**src/rtl/blockade_vram_arbiter_pkg.sv**
```systemverilog
// Shared constants and FSM encoding for the Blockade video RAM arbiter.
package blockade_pkg;

  localparam int VRAM_ADDR_W = 10;
  localparam int VRAM_DATA_W = 8;
  // Clocks from vid_req to vid_valid on an idle arbiter; the video chain
  // delays the PROM address by this much to line up with the character code.
  localparam int VID_LAT     = 3;

  typedef enum logic [2:0] {
    IDLE     = 3'd0,
    VID_RD   = 3'd1,
    VID_CAP  = 3'd2,
    CPU_ACC  = 3'd3,
    CPU_CAP  = 3'd4,
    CPU_DONE = 3'd5
  } arb_state_e;

endpackage

```
**src/rtl/blockade_vram_arbiter.sv**
```systemverilog
// Single-port VRAM arbiter: video character fetches have hard priority, the
// 8080 is stalled through READY until it gets a slot (optionally blank only).
module blockade_vram_arbiter
  import blockade_pkg::*;
#(
  parameter int ADDR_W     = VRAM_ADDR_W,
  parameter int DATA_W     = VRAM_DATA_W,
  parameter bit BLANK_ONLY = 1'b0
) (
  input  logic              clk,
  input  logic              reset,
  input  logic              blank,
  input  logic              vid_req,
  input  logic [ADDR_W-1:0] vid_addr,
  output logic [DATA_W-1:0] vid_data,
  output logic              vid_valid,
  input  logic              cpu_req,
  input  logic              cpu_we,
  input  logic [ADDR_W-1:0] cpu_addr,
  input  logic [DATA_W-1:0] cpu_wdata,
  output logic [DATA_W-1:0] cpu_rdata,
  output logic              cpu_ready,
  output logic [ADDR_W-1:0] ram_addr,
  output logic              ram_we,
  output logic [DATA_W-1:0] ram_wdata,
  input  logic [DATA_W-1:0] ram_rdata,
  output logic              overrun
);

  arb_state_e        state_q, state_d;
  logic              vid_pend_q, vid_pend_d;
  logic [ADDR_W-1:0] pend_addr_q, pend_addr_d;
  logic [DATA_W-1:0] vid_data_q, vid_data_d;
  logic              vid_valid_q, vid_valid_d;
  logic [DATA_W-1:0] cpu_rdata_q, cpu_rdata_d;
  logic              overrun_q, overrun_d;
  logic [ADDR_W-1:0] ram_addr_q, ram_addr_d;
  logic              ram_we_q, ram_we_d;
  logic [DATA_W-1:0] ram_wdata_q, ram_wdata_d;

  logic slot_free, vid_go, cpu_grant, cpu_done;

  // The port is free in IDLE, and also in CPU_DONE once the CPU lets go, so a
  // fetch that queued up during a CPU op starts without an extra IDLE clock.
  assign slot_free = (state_q == IDLE) || ((state_q == CPU_DONE) && !cpu_req);
  assign vid_go    = slot_free && (vid_req || vid_pend_q);
  assign cpu_grant = (state_q == IDLE) && cpu_req && !vid_req && !vid_pend_q &&
                     (blank || !BLANK_ONLY);
  assign cpu_done  = (state_q == CPU_DONE);

  always_ff @(posedge clk or posedge reset) begin
    if (reset) state_q <= IDLE;
    else       state_q <= state_d;
  end

  always_comb begin
    state_d = state_q;
    unique case (state_q)
      IDLE:     if (vid_go) state_d = VID_RD;
                else if (cpu_grant) state_d = CPU_ACC;
      VID_RD:   state_d = VID_CAP;
      VID_CAP:  state_d = IDLE;
      // ram_we_q doubles as the latched write flag for the granted op
      CPU_ACC:  state_d = ram_we_q ? CPU_DONE : CPU_CAP;
      CPU_CAP:  state_d = CPU_DONE;
      CPU_DONE: if (!cpu_req) state_d = vid_go ? VID_RD : IDLE;
      default:  state_d = IDLE;
    endcase
  end

  always_comb begin
    ram_addr_d  = ram_addr_q;
    ram_wdata_d = ram_wdata_q;
    ram_we_d    = 1'b0;
    vid_data_d  = vid_data_q;
    cpu_rdata_d = cpu_rdata_q;
    vid_valid_d = (state_q == VID_CAP);
    if (vid_go) begin
      ram_addr_d = vid_pend_q ? pend_addr_q : vid_addr;
    end else if (cpu_grant) begin
      ram_addr_d  = cpu_addr;
      ram_wdata_d = cpu_wdata;
      ram_we_d    = cpu_we;
    end
    if (state_q == VID_CAP) vid_data_d  = ram_rdata;
    if (state_q == CPU_CAP) cpu_rdata_d = ram_rdata;
    // One-deep pending slot; a request that finds it occupied is lost.
    vid_pend_d  = vid_go ? (vid_pend_q && vid_req) : (vid_pend_q || vid_req);
    pend_addr_d = (vid_req && (vid_go ? vid_pend_q : !vid_pend_q)) ? vid_addr : pend_addr_q;
    overrun_d   = overrun_q || (vid_req && vid_pend_q && !vid_go);
  end

  always_ff @(posedge clk or posedge reset) begin
    if (reset) begin
      vid_pend_q  <= 1'b0;
      pend_addr_q <= '0;
      vid_data_q  <= '0;
      vid_valid_q <= 1'b0;
      cpu_rdata_q <= '0;
      overrun_q   <= 1'b0;
      ram_addr_q  <= '0;
      ram_we_q    <= 1'b0;
      ram_wdata_q <= '0;
    end else begin
      vid_pend_q  <= vid_pend_d;
      pend_addr_q <= pend_addr_d;
      vid_data_q  <= vid_data_d;
      vid_valid_q <= vid_valid_d;
      cpu_rdata_q <= cpu_rdata_d;
      overrun_q   <= overrun_d;
      ram_addr_q  <= ram_addr_d;
      ram_we_q    <= ram_we_d;
      ram_wdata_q <= ram_wdata_d;
    end
  end

  assign vid_data  = vid_data_q;
  assign vid_valid = vid_valid_q;
  assign cpu_rdata = cpu_rdata_q;
  assign cpu_ready = !cpu_req || cpu_done;
  assign ram_addr  = ram_addr_q;
  assign ram_we    = ram_we_q;
  assign ram_wdata = ram_wdata_q;
  assign overrun   = overrun_q;

endmodule
```
**config.mk**
```make
export PLATFORM = sky130hd
export DESIGN_NAME = blockade_vram_arbiter
export DESIGN_NICKNAME = d
export VERILOG_FILES = /design/src/rtl/blockade_vram_arbiter_pkg.sv /design/src/rtl/blockade_vram_arbiter.sv
export SDC_FILE = /design/constraint.sdc
export NUM_CORES = 1
export LEC_CHECK = 0
export ABC_AREA = 1
export CAP_MARGIN = 20
export CELL_PAD_IN_SITES_DETAIL_PLACEMENT = 0
export CELL_PAD_IN_SITES_GLOBAL_PLACEMENT = 1
export CORE_ASPECT_RATIO = 1.25
export CORE_MARGIN = 10
export CORE_UTILIZATION = 30
export DETAILED_ROUTE_END_ITERATION = 12
export GPL_ROUTABILITY_DRIVEN = 0
export HOLD_SLACK_MARGIN = 0.03
export PLACE_DENSITY_LB_ADDON = 0.1
export SYNTH_ARGS = -nofsm -noshare
export SYNTH_HDL_FRONTEND = slang
export SYNTH_SLANG_ARGS = --single-unit
```
**constraint.sdc**
```tcl
create_clock -name clk -period 1.5 [get_ports clk]
set_input_delay 0.225 -clock clk [delete_from_list [all_inputs] [get_ports clk]]
set_output_delay 0.225 -clock clk [all_outputs]
set_load 0.005 [all_outputs]
```
==> results_dict.tcl <==
set metrics [dict create \
    outcome "finished, final reports clean" \
    final_nets 371 \
    initial_core_util_pct 31.1 \
    seqPwrFrac_pct 34.3 \
    path_class "reg2reg" \
    ys_ff_latch 51 \
    io_buffers 78 \
    final_hold_viol_count 0 \
    critPathLaunchType "flop" \
    synth_cell_types 20 \
    fin_util_pct 46.7 \
    rows 35 \
    skew_ns 0.00540 \
    die_area_sq_mm 0.0116 \
    yosys_warnings 0 \
    grt_pass1_wl_mm 10.5 \
    pre_cts_ws_ns -0.194 \
    critPathBufInv 2 \
    power.leakage_nw 1.63 \
    grt_usage_pct 10.8 \
    critPathMaxFanout 14 \
    core_sq_mm 0.00744 \
    grt_pass1_vias 2005 \
    clockBufferDepth 2 \
    drive_gt1_share_pct 20.1 \
    dp_hpwl_mm 4.67 \
    irDropWorstVdd_uv 668 \
    cts_tree "done" \
    finalInstanceArea_sq_mm 0.00348 \
    htreeDepth 2 \
    grt_start_max_net_pins 52 \
    route.detailed.drc 0 \
    crit_required_ns 1.69 \
    layout_commonest_cell "clkdlybuf4s50_1" \
    vias_per_cell 4.49 \
    antenna_left 0 \
    finalCriticalPeriod_ns 1.43 \
    clk_latency_ns 0.30 \
    clock-sinks 51 \
    syn_area_sq_mm 0.00231 \
    clk_pin_slew_ns 0.09 \
    setup_violations 0 \
    dieWidth_um 98.5 \
    path_cells "nor2_2 -> nand2_2 -> inv_1 -> nand2_1 -> buf_12 -> mux2_4" \
    finalCritPeriodShare_pct 95.5 \
    cts_buffers 5 \
    synth.avg_cell_area_sq_um 9.80 \
    crit_slowest_cell "dfrtp_1" \
    gr-total-overflow 0 \
    setup_tns_ns 0 \
    fmax_mhz 698 \
    rsz0062_at_grt "yes" \
    antenna_found_initial 0 \
    synth_top_cell_area_share_pct 55.2 \
    synthCells 236 \
    yosys-top-cells-area "dfrtp_1 55%, nand2_1 8.1%, nand3_1 7.8%, o21ai_2 6.8%, mux2_4 5.2%" \
    final_cell_mix "77 x clkdlybuf4s50_1, 51 x dfrtp_1, 46 x nand2_1" \
    root_buffer "clkbuf_8" \
    dpl_cell_area_sq_mm 0.00330 \
    tightestPinTransition_ns 0.482 \
    drt_iter0_drc 68 \
    holdCritPathClass "in2async" \
    p_comb_share_pct 52.4 \
    synth_top_area_cell "dfrtp_1" \
    cp_slowest_stage_delay_ns 0.42 \
    power_density_mw_per_mm2 2000 \
    clkPwrFrac_pct 13.3 \
    io_pins 80 \
    wl_mm 6.24 \
    die_y_um 118 \
    crit_family "flip-flops" \
    drv_cap 0 \
    slew_headroom_pct 67.8 \
    fin_cells 421 \
    p_sw_share_pct 34.8 \
    vias 1889 \
    setup_slack_ns 0.0673 \
    cp.arrival_ns 1.62 \
    internal_power_mw 4.53 \
    first_pass_iters 4 \
    slew_violations 0 \
    syn-num-nets 278 \
    placed_cells 411 \
    ys_seq_area_share_pct 55.2 \
    wl_per_cell_um 14.8 \
    critPathCaptureType "flop" \
    num_antenna_cells 0 \
    syn_to_final_growth_pct 50.3 \
    p_sw_mw 2.42 \
]
-- area by class of cell --
| cell class | count | area, sq um |
|---|---|---|
| fill | 753 | 3970 |
| inverter | 29 | 109 |
| clock buffer | 6 | 72.6 |
| multi-input combinational | 143 | 886 |
| sequential | 51 | 1280 |
| clock inverter | 1 | 30.0 |
| timing repair buffer | 99 | 988 |
| tap | 92 | 115 |
-- worst min-delay path, stage by stage --
cell             delay, ns
clkdlybuf4s50_1       0.41
inv_2                 0.07
buf_12                0.26
-- synth_stat cells --
master,number
nand3_1,36
buf_2,3
nor2_1,5
buf_6,4
o22ai_1,1
clkbuf_1,6
mux2_4,8
dfrtp_1,51
nand2_1,50
nor3_1,1
inv_1,28
nor2_2,1
o211ai_1,1
nand3_2,1
inv_2,1
nand2_2,1
o21ai_2,18
o21bai_1,1
o2111ai_1,10
o21ai_0,9
-- layer usage --
layer	vias up	wire length, um	GRT usage, %
met3	5	356	3.67
met2	50	2980	17.9
met4	0	67	2.96
met5	-	0	0
li1	966	-	-
met1	868	2830	13.0
-- final timing paths --
path	start	end	slack [ns]	depth (start not counted)
worst max-delay path	state_q[0]	ram_wdata[2]	0.07	6
worst max register to register	state_q[0]	ram_wdata[2]	0.07	6
worst min register to register	overrun	overrun	0.48	1
max in group asynchronous	reset	state_q[2]	0.98	3
min in group clk	cpu_we	ram_we	0.46	3
worst min-delay path	reset	vid_data[6]	0.28	3
-- stage by stage --
| stage | power (mW) | hold WS [ns] |
|---|---|---|
| global placement | 5.86 | 0.465 |
| finish | 6.95 | 0.282 |
| detailed placement | 5.91 | 0.466 |
| global route | 7.56 | 0.316 |
| floorplan | 4.16 | 0.331 |
| CTS | 6.86 | 0.293 |
-- kinds of logic (layout without fill, tap and decap cells) --
logic type | Yosys count | after routing | synth area share, %
simple gates | 95 | 95 | 17.9
flops | 51 | 51 | 55.2
buf+inv | 42 | 135 | 8.27
compound gates | 40 | 40 | 13.5
mux | 8 | 8 | 5.19
-- repair_timing --
| action | 4_1_cts | 5_1_grt |
|---|---|---|
| buffers inserted | 0 | 2 |
| hold buffers | 0 | 0 |
| gates cloned | 0 | 1 |
| pin swaps | 0 | 2 |
| setup endpoints to repair | 1 | 31 |
| resized for setup | 1 | 12 |
-- power by group through the flow --
| stage | logic (mW) | clock network [mW] | registers [mW] |
|---|---|---|---|
| after floorplan | 1.74 | 0 | 2.42 |
| after global placement | 3.47 | 0 | 2.39 |
| after detailed placement | 3.50 | 0 | 2.40 |
| after CTS | 3.51 | 0.969 | 2.38 |
| after global routing | 4.07 | 1.01 | 2.48 |
| final | 3.64 | 0.922 | 2.38 |
-- registers in the layout (all words and copies together), names as in the netlist --
name and flops:
state_q 3, vid_data 8, pend_addr_q 10, ram_wdata 8, overrun 1, vid_valid 1
vid_pend_q 1, ram_addr 10, ram_we 1, cpu_rdata 8
No activity file was read; power rests on OpenSTA's default activity.
